[src/rtl/arb_mux_pkg.sv]
// Shared definitions for the arb_mux round-robin arbitrated multiplexer.
// Lock-state encoding is only used when ARB_MUX_LOCK_EN is defined.
package arb_mux_pkg;

    localparam int unsigned WIDTH_DEF    = 32'd32;
    localparam int unsigned CHANNELS_DEF = 32'd8;

    typedef enum logic {
        LOCK_IDLE   = 1'b0,
        LOCK_LOCKED = 1'b1
    } lock_state_e;

    function automatic int unsigned clog2(input int unsigned value);
        int unsigned r;
        r = 32'd0;
        while ((32'd1 << r) < value) begin
            r = r + 32'd1;
        end
        return (r == 32'd0) ? 32'd1 : r;
    endfunction

endpackage

[src/rtl/arb_mux_if.sv]
// Channel-side and consumer-side handshake bundle for arb_mux.
// in_last/out_last exist only when ARB_MUX_LOCK_EN is defined.
interface arb_mux_if #(
    parameter int unsigned Width    = arb_mux_pkg::WIDTH_DEF,
    parameter int unsigned Channels = arb_mux_pkg::CHANNELS_DEF
);
    import arb_mux_pkg::*;

    localparam int unsigned SelW = clog2(Channels);

    logic [Channels*Width-1:0] in_data;
    logic [Channels-1:0]       in_valid;
    logic [Channels-1:0]       in_ready;
    logic [Width-1:0]          out_data;
    logic [SelW-1:0]           out_sel;
    logic                      out_valid;
    logic                      out_ready;
`ifdef ARB_MUX_LOCK_EN
    logic [Channels-1:0]       in_last;
    logic                      out_last;
`endif

    modport master (
`ifdef ARB_MUX_LOCK_EN
        output in_last,
        input  out_last,
`endif
        output in_data, in_valid, out_ready,
        input  in_ready, out_data, out_sel, out_valid
    );

    modport slave (
`ifdef ARB_MUX_LOCK_EN
        input  in_last,
        output out_last,
`endif
        input  in_data, in_valid, out_ready,
        output in_ready, out_data, out_sel, out_valid
    );

endinterface

[src/rtl/rr_pick.sv]
// Combinational round-robin priority picker: first request at index >= ptr,
// wrapping to the lowest request below ptr. Works for any request count.
module rr_pick #(
    parameter int unsigned N    = 32'd8,
    parameter int unsigned SelW = 32'd3
) (
    input  logic [N-1:0]    req,
    input  logic [SelW-1:0] ptr,
    output logic [SelW-1:0] g,
    output logic            any
);

    logic [SelW-1:0] g_hi_s;
    logic [SelW-1:0] g_lo_s;
    logic            any_hi_s;
    logic            any_lo_s;

    // Downward scan so the lowest qualifying index in each half wins
    always_comb begin
        g_hi_s   = {SelW{1'b0}};
        g_lo_s   = {SelW{1'b0}};
        any_hi_s = 1'b0;
        any_lo_s = 1'b0;
        for (int j = int'(N) - 1; j >= 0; j--) begin
            if (req[j] && (SelW'(j) >= ptr)) begin
                any_hi_s = 1'b1;
                g_hi_s   = SelW'(j);
            end else if (req[j]) begin
                any_lo_s = 1'b1;
                g_lo_s   = SelW'(j);
            end else begin
                any_lo_s = any_lo_s;
            end
        end
    end

    assign any = any_hi_s || any_lo_s;
    assign g   = any_hi_s ? g_hi_s : g_lo_s;

endmodule

[src/rtl/arb_mux.sv]
// N-channel round-robin arbitrated mux with a registered output stage.
// Defining ARB_MUX_LOCK_EN keeps a granted channel until its in_last beat.
module arb_mux #(
    parameter int unsigned Width    = arb_mux_pkg::WIDTH_DEF,
    parameter int unsigned Channels = arb_mux_pkg::CHANNELS_DEF
) (
    input logic       clk,
    input logic       reset,
    arb_mux_if.slave  bus
);
    import arb_mux_pkg::*;

    localparam int unsigned SelW = clog2(Channels);

    logic [SelW-1:0]     ptr_r;
    logic [Width-1:0]    out_data_r;
    logic [SelW-1:0]     out_sel_r;
    logic                out_valid_r;
    logic [Channels-1:0] eligible_s;
    logic [Channels-1:0] in_ready_s;
    logic [SelW-1:0]     g_s;
    logic                any_s;
    logic                load_s;
    logic [Width-1:0]    sel_data_s;
`ifdef ARB_MUX_LOCK_EN
    lock_state_e         lock_r;
    logic [SelW-1:0]     lock_ch_r;
    logic                out_last_r;
    logic                sel_last_s;
`endif

    function automatic logic [SelW-1:0] next_ptr(input logic [SelW-1:0] idx);
        return (idx == SelW'(Channels - 32'd1)) ? {SelW{1'b0}} : idx + SelW'(1'b1);
    endfunction

    // While locked, only the owning channel may compete
    always_comb begin
        eligible_s = bus.in_valid;
`ifdef ARB_MUX_LOCK_EN
        if (lock_r == LOCK_LOCKED) begin
            for (int j = 0; j < int'(Channels); j++) begin
                eligible_s[j] = bus.in_valid[j] && (lock_ch_r == SelW'(j));
            end
        end else begin
            eligible_s = bus.in_valid;
        end
`endif
    end

    rr_pick #(.N(Channels), .SelW(SelW)) u_pick (
        .req (eligible_s),
        .ptr (ptr_r),
        .g   (g_s),
        .any (any_s)
    );

    assign load_s = !reset && (!out_valid_r || bus.out_ready) && any_s;

    // Grant decode and data/last selection for the winning channel
    always_comb begin
        in_ready_s = {Channels{1'b0}};
        sel_data_s = {Width{1'b0}};
`ifdef ARB_MUX_LOCK_EN
        sel_last_s = 1'b0;
`endif
        for (int j = 0; j < int'(Channels); j++) begin
            if (g_s == SelW'(j)) begin
                in_ready_s[j] = load_s;
                sel_data_s    = bus.in_data[j*Width +: Width];
`ifdef ARB_MUX_LOCK_EN
                sel_last_s    = bus.in_last[j];
`endif
            end else begin
                in_ready_s[j] = 1'b0;
            end
        end
    end

    // Output register, round-robin pointer and packet lock state
    always_ff @(posedge clk) begin
        if (reset) begin
            out_valid_r <= 1'b0;
            out_data_r  <= {Width{1'b0}};
            out_sel_r   <= {SelW{1'b0}};
            ptr_r       <= {SelW{1'b0}};
`ifdef ARB_MUX_LOCK_EN
            out_last_r  <= 1'b0;
            lock_r      <= LOCK_IDLE;
            lock_ch_r   <= {SelW{1'b0}};
`endif
        end else if (load_s) begin
            out_valid_r <= 1'b1;
            out_data_r  <= sel_data_s;
            out_sel_r   <= g_s;
`ifdef ARB_MUX_LOCK_EN
            out_last_r  <= sel_last_s;
            case (lock_r)
                LOCK_IDLE: begin
                    ptr_r <= next_ptr(g_s);
                    if (!sel_last_s) begin
                        lock_r    <= LOCK_LOCKED;
                        lock_ch_r <= g_s;
                    end
                end
                LOCK_LOCKED: begin
                    if (sel_last_s) begin
                        lock_r <= LOCK_IDLE;
                        ptr_r  <= next_ptr(lock_ch_r);
                    end
                end
                default: begin
                    lock_r <= LOCK_IDLE;
                end
            endcase
`else
            ptr_r       <= next_ptr(g_s);
`endif
        end else if (bus.out_ready) begin
            out_valid_r <= 1'b0;
        end
    end

    assign bus.in_ready  = in_ready_s;
    assign bus.out_data  = out_data_r;
    assign bus.out_sel   = out_sel_r;
    assign bus.out_valid = out_valid_r;
`ifdef ARB_MUX_LOCK_EN
    assign bus.out_last  = out_last_r;
`endif

endmodule

[src/flat_wrapper.sv]
// flat-port wrapper written by rule: the top's interface ports become plain ports
module arb_mux_flat import arb_mux_pkg::*;
#(
    parameter int unsigned Width    = arb_mux_pkg::WIDTH_DEF,
    parameter int unsigned Channels = arb_mux_pkg::CHANNELS_DEF
)
  (clk, reset, bus_in_data, bus_in_valid, bus_out_ready, bus_in_ready, bus_out_data, bus_out_sel, bus_out_valid);
  arb_mux_if #(.Width(Width), .Channels(Channels)) bus_i ();
  input logic clk;
  input logic reset;
  input wire logic [$bits(bus_i.in_data)-1:0] bus_in_data;
  input wire logic [$bits(bus_i.in_valid)-1:0] bus_in_valid;
  input wire logic [$bits(bus_i.out_ready)-1:0] bus_out_ready;
  output wire logic [$bits(bus_i.in_ready)-1:0] bus_in_ready;
  output wire logic [$bits(bus_i.out_data)-1:0] bus_out_data;
  output wire logic [$bits(bus_i.out_sel)-1:0] bus_out_sel;
  output wire logic [$bits(bus_i.out_valid)-1:0] bus_out_valid;
  assign bus_i.in_data = bus_in_data;
  assign bus_i.in_valid = bus_in_valid;
  assign bus_i.out_ready = bus_out_ready;
  assign bus_in_ready = bus_i.in_ready;
  assign bus_out_data = bus_i.out_data;
  assign bus_out_sel = bus_i.out_sel;
  assign bus_out_valid = bus_i.out_valid;
  arb_mux #(.Width(Width), .Channels(Channels)) u_core (.clk(clk), .reset(reset), .bus(bus_i));
endmodule
[config.mk]
export PLATFORM = sky130hd
export DESIGN_NAME = arb_mux_flat
export DESIGN_NICKNAME = d
export VERILOG_FILES = /design/src/rtl/arb_mux_pkg.sv /design/src/rtl/arb_mux_if.sv /design/src/rtl/rr_pick.sv /design/src/rtl/arb_mux.sv /design/src/flat_wrapper.sv
export SDC_FILE = /design/constraint.sdc
export NUM_CORES = 1
export LEC_CHECK = 0
export BUFFER_PORTS_ARGS = -buffer_cell sky130_fd_sc_hd__buf_2
export CORE_AREA = 2 2 120 122
export DETAILED_ROUTE_END_ITERATION = 12
export DIE_AREA = 0 0 122 124
export GPL_ROUTABILITY_DRIVEN = 0
export PLACE_DENSITY_LB_ADDON = 0.2
export SYNTH_ARGS = -nofsm -noshare
export SYNTH_HDL_FRONTEND = slang
export SYNTH_SLANG_ARGS = --single-unit
[constraint.sdc]
create_clock -name clk -period 6.9 [get_ports clk]
set_input_delay 0.345 -clock clk [delete_from_list [all_inputs] [get_ports clk]]
set_output_delay 0.345 -clock clk [all_outputs]
set_load 0.01 [all_outputs]
==> metrics.cfg <==
[clock_tree]
worstSkewPairLatency_ns = 0.29
cts_setup_buffers = 0
cts_tree = built
clkSinkCount = 39
clk_pin_slew_ns = 0.06
cts_repair_resize_count = 0
cts-buffers-inserted = 5
cts_max_path_buffers = 2
ctsHoldBuffers = 0
ctsHtreeMaxLevel = 2
ctsRootBufferMaster = clkbuf_16

[worst_setup_path]
crit_type = reg2reg
required_ns = 7.05
critPathMaxFanout = 96
crit_path_start_kind = register
endpoint_kind = register
critPathArrivalTime_ns = 4.48
rrSetupSlack_ns = 2.56

[job]
maxCapViolations = 0

[sta]
finalSetupTns_ns = 0
min_period_over_period_pct = 62.87
hold_viol_final = 0
tightest_slew_ns = 1.058
fin_hold_ws_ns = 0.3198
grt_setup_unrepaired = false
fin_crit_ns = 4.338
final.setup_skew_ns = 0.006964
relSlewSlack_pct = 29.31
slew_viol_final = 0
setup_viol = 0
fmax_mhz = 230.5

[worst_hold_path]
hp-class = in2reg

[layout]
multiInputGateArea_um2 = 3176
drive_gt1_share_pct = 42.57
stdcell_area_um2 = 6001
nets = 1080
area.sequential_um2 = 780.7
fin_util_pct = 43.74
antennaDiodeCount = 0
fill_cells = 1454
area_delta_synth_final_pct = 40.93

[yosys]
async_flop_share_pct = 0
synth-seq-cells = 39
yosys_warnings = 0
synthesis.nets = 823
synth_edf_count = 0
ys_types = 47
postSynthAreaPerCell_um2 = 7.742
syn_area_um2 = 4258
syn_inst = 550
dominantRegCellSynth = dfxtp_1
ys_seq_area_share_pct = 18.34

[floorplanning]
core_area_um2 = 13720
io_pins = 311
fp.dieArea_um2 = 15130
die-width_um = 122
start_util_pct = 31.04
num_rows = 43
die_h_um = 124

[routing]
dr.pass1.iters = 5
drc_errors = 0
vias_per_cell = 5.754
initialDrtViolationCount = 412
num_vias = 5685
postRouteAntennaNets = 0
wl_per_cell_um = 20.40
routed_wirelength_mm = 20.15

[outcome]
status = finished clean

[global_routing]
grt_overflow = 0
grt_usage_pct = 25.39
grt_max_degree = 99
grt_pass1_vias = 5551
antenna_found_initial = 0
grt_pass1_wl_mm = 29.81

[pwr]
ir_drop_uv = 172.3
p_leak_nw = 2.819
p_per_area_nw_per_um2 = 374.8
power_mw = 2.249

[placed_design]
dp_hpwl_mm = 13.81
place_area_um2 = 5827
port_buffers = 310

## routing by layer
metal,track usage [%],routed length (um)
met5,0,0
met4,7.759,413
met3,5.540,1645
met2,43.72,9950
met1,31.70,8141
## final cells by class
type / count / share of cell area [%]
multi-input cells: 435 / 52.92
repair buffers: 319 / 26.98
flip-flops and latches: 39 / 13.01
well taps: 180 / 3.753
clock buffers: 6 / 2.314
clock inverters: 2 / 0.5838
inverters: 7 / 0.4379
## cells in the mapped netlist, types with 2 or more instances
library cell | instances | share of area [%]
and2_1 | 33 | 4.8
nand2_1 | 7 | 0.62
a22o_1 | 2 | 0.41
dfxtp_1 | 39 | 18
o32ai_1 | 32 | 6.6
o21a_1 | 2 | 0.35
buf_6 | 8 | 2.1
mux2i_1 | 35 | 8.2
a221oi_1 | 36 | 7.4
nand4_1 | 28 | 4.1
nor2b_1 | 36 | 5.3
ha_1 | 6 | 1.8
nand3_1 | 7 | 0.82
o22ai_1 | 32 | 4.7
buf_2 | 2 | 0.24
or2_1 | 2 | 0.29
a21o_1 | 2 | 0.35
a21oi_1 | 36 | 4.2
nand2b_1 | 2 | 0.29
inv_1 | 7 | 0.62
nand3b_1 | 30 | 5.3
nor2_1 | 10 | 0.88
o21ai_0 | 34 | 4.0
clkbuf_2 | 3 | 0.35
a22oi_1 | 33 | 5.8
o21ai_1 | 4 | 0.47
clkbuf_1 | 55 | 4.8
and3_1 | 8 | 1.2
## cells by family after synthesis
| kind of cell | count (synthesis) | share of synthesized area [%] |
|---|---|---|
| flops | 39 | 18.34 |
| buf+inv | 76 | 8.346 |
| simple gates | 167 | 24.74 |
| mux | 35 | 8.228 |
| compound gates | 227 | 38.58 |
| fa+ha+maj | 6 | 1.763 |
## sequential cells by signal, indices dropped and copies added, names as in the netlist
name,flops
u_core.bus.out_data,32
u_core.bus.out_sel,3
u_core.ptr_r,3
u_core.bus.out_valid,1
## power by group
group | internal, mW | switching (mW) | leakage, nW
logic | 0.683 | 0.931 | 2.41
registers | 0.300 | 0.0522 | 0.323
clock network | 0.180 | 0.103 | 0.0868
## through the flow
step | std cells | worst slack [ns]
2_1_floorplan | 550 | 3.854
3_3_place_gp | 980 | 2.559
3_5_place_dp | 980 | 2.540
4_1_cts | 988 | 2.499
5_1_grt | 988 | 2.167
6_report | 988 | 2.562
## critical path: stages, from the launching register on
cell       delay (ns)
dfxtp_1          0.63
a2bb2oi_1        0.18
a221oi_2         0.44
nor3b_4          0.40
a21oi_1          0.26
inv_1            0.18
ha_4             0.75
nor2b_4          0.41
a221oi_1         0.42
nand3_1          0.19
a22oi_1          0.21
o22ai_1          0.10
## layout by cell type, fill, tap and decap left out, drive strengths merged, types with 6 or more instances in the layout
cell type,instances
clkbuf,6
mux2i,35
o32ai,32
ha,6
inv,7
buf,319
and2,33
o21ai,38
o22ai,32
nand4,28
nand2,7
and3,8
nand3b,30
dfxtp,39
nor2b,36
a221oi,37
nand3,7
nor2,10
a22oi,34
a21oi,38
## worst paths after layout
kind | start | end | cells after the start
max | u_core.ptr_r[2]$_SDFFE_PP0P_ | u_core.bus.out_data[31]$_SDFFE_PP0P_ | 11
min | bus_in_data[194] | u_core.bus.out_data[2]$_SDFFE_PP0P_ | 3
max reg2reg | u_core.ptr_r[2]$_SDFFE_PP0P_ | u_core.bus.out_data[31]$_SDFFE_PP0P_ | 11
min reg2reg | u_core.bus.out_sel[1]$_SDFFE_PP0P_ | u_core.bus.out_sel[1]$_SDFFE_PP0P_ | 2
Note: power is estimated with default switching activity, not from simulation.
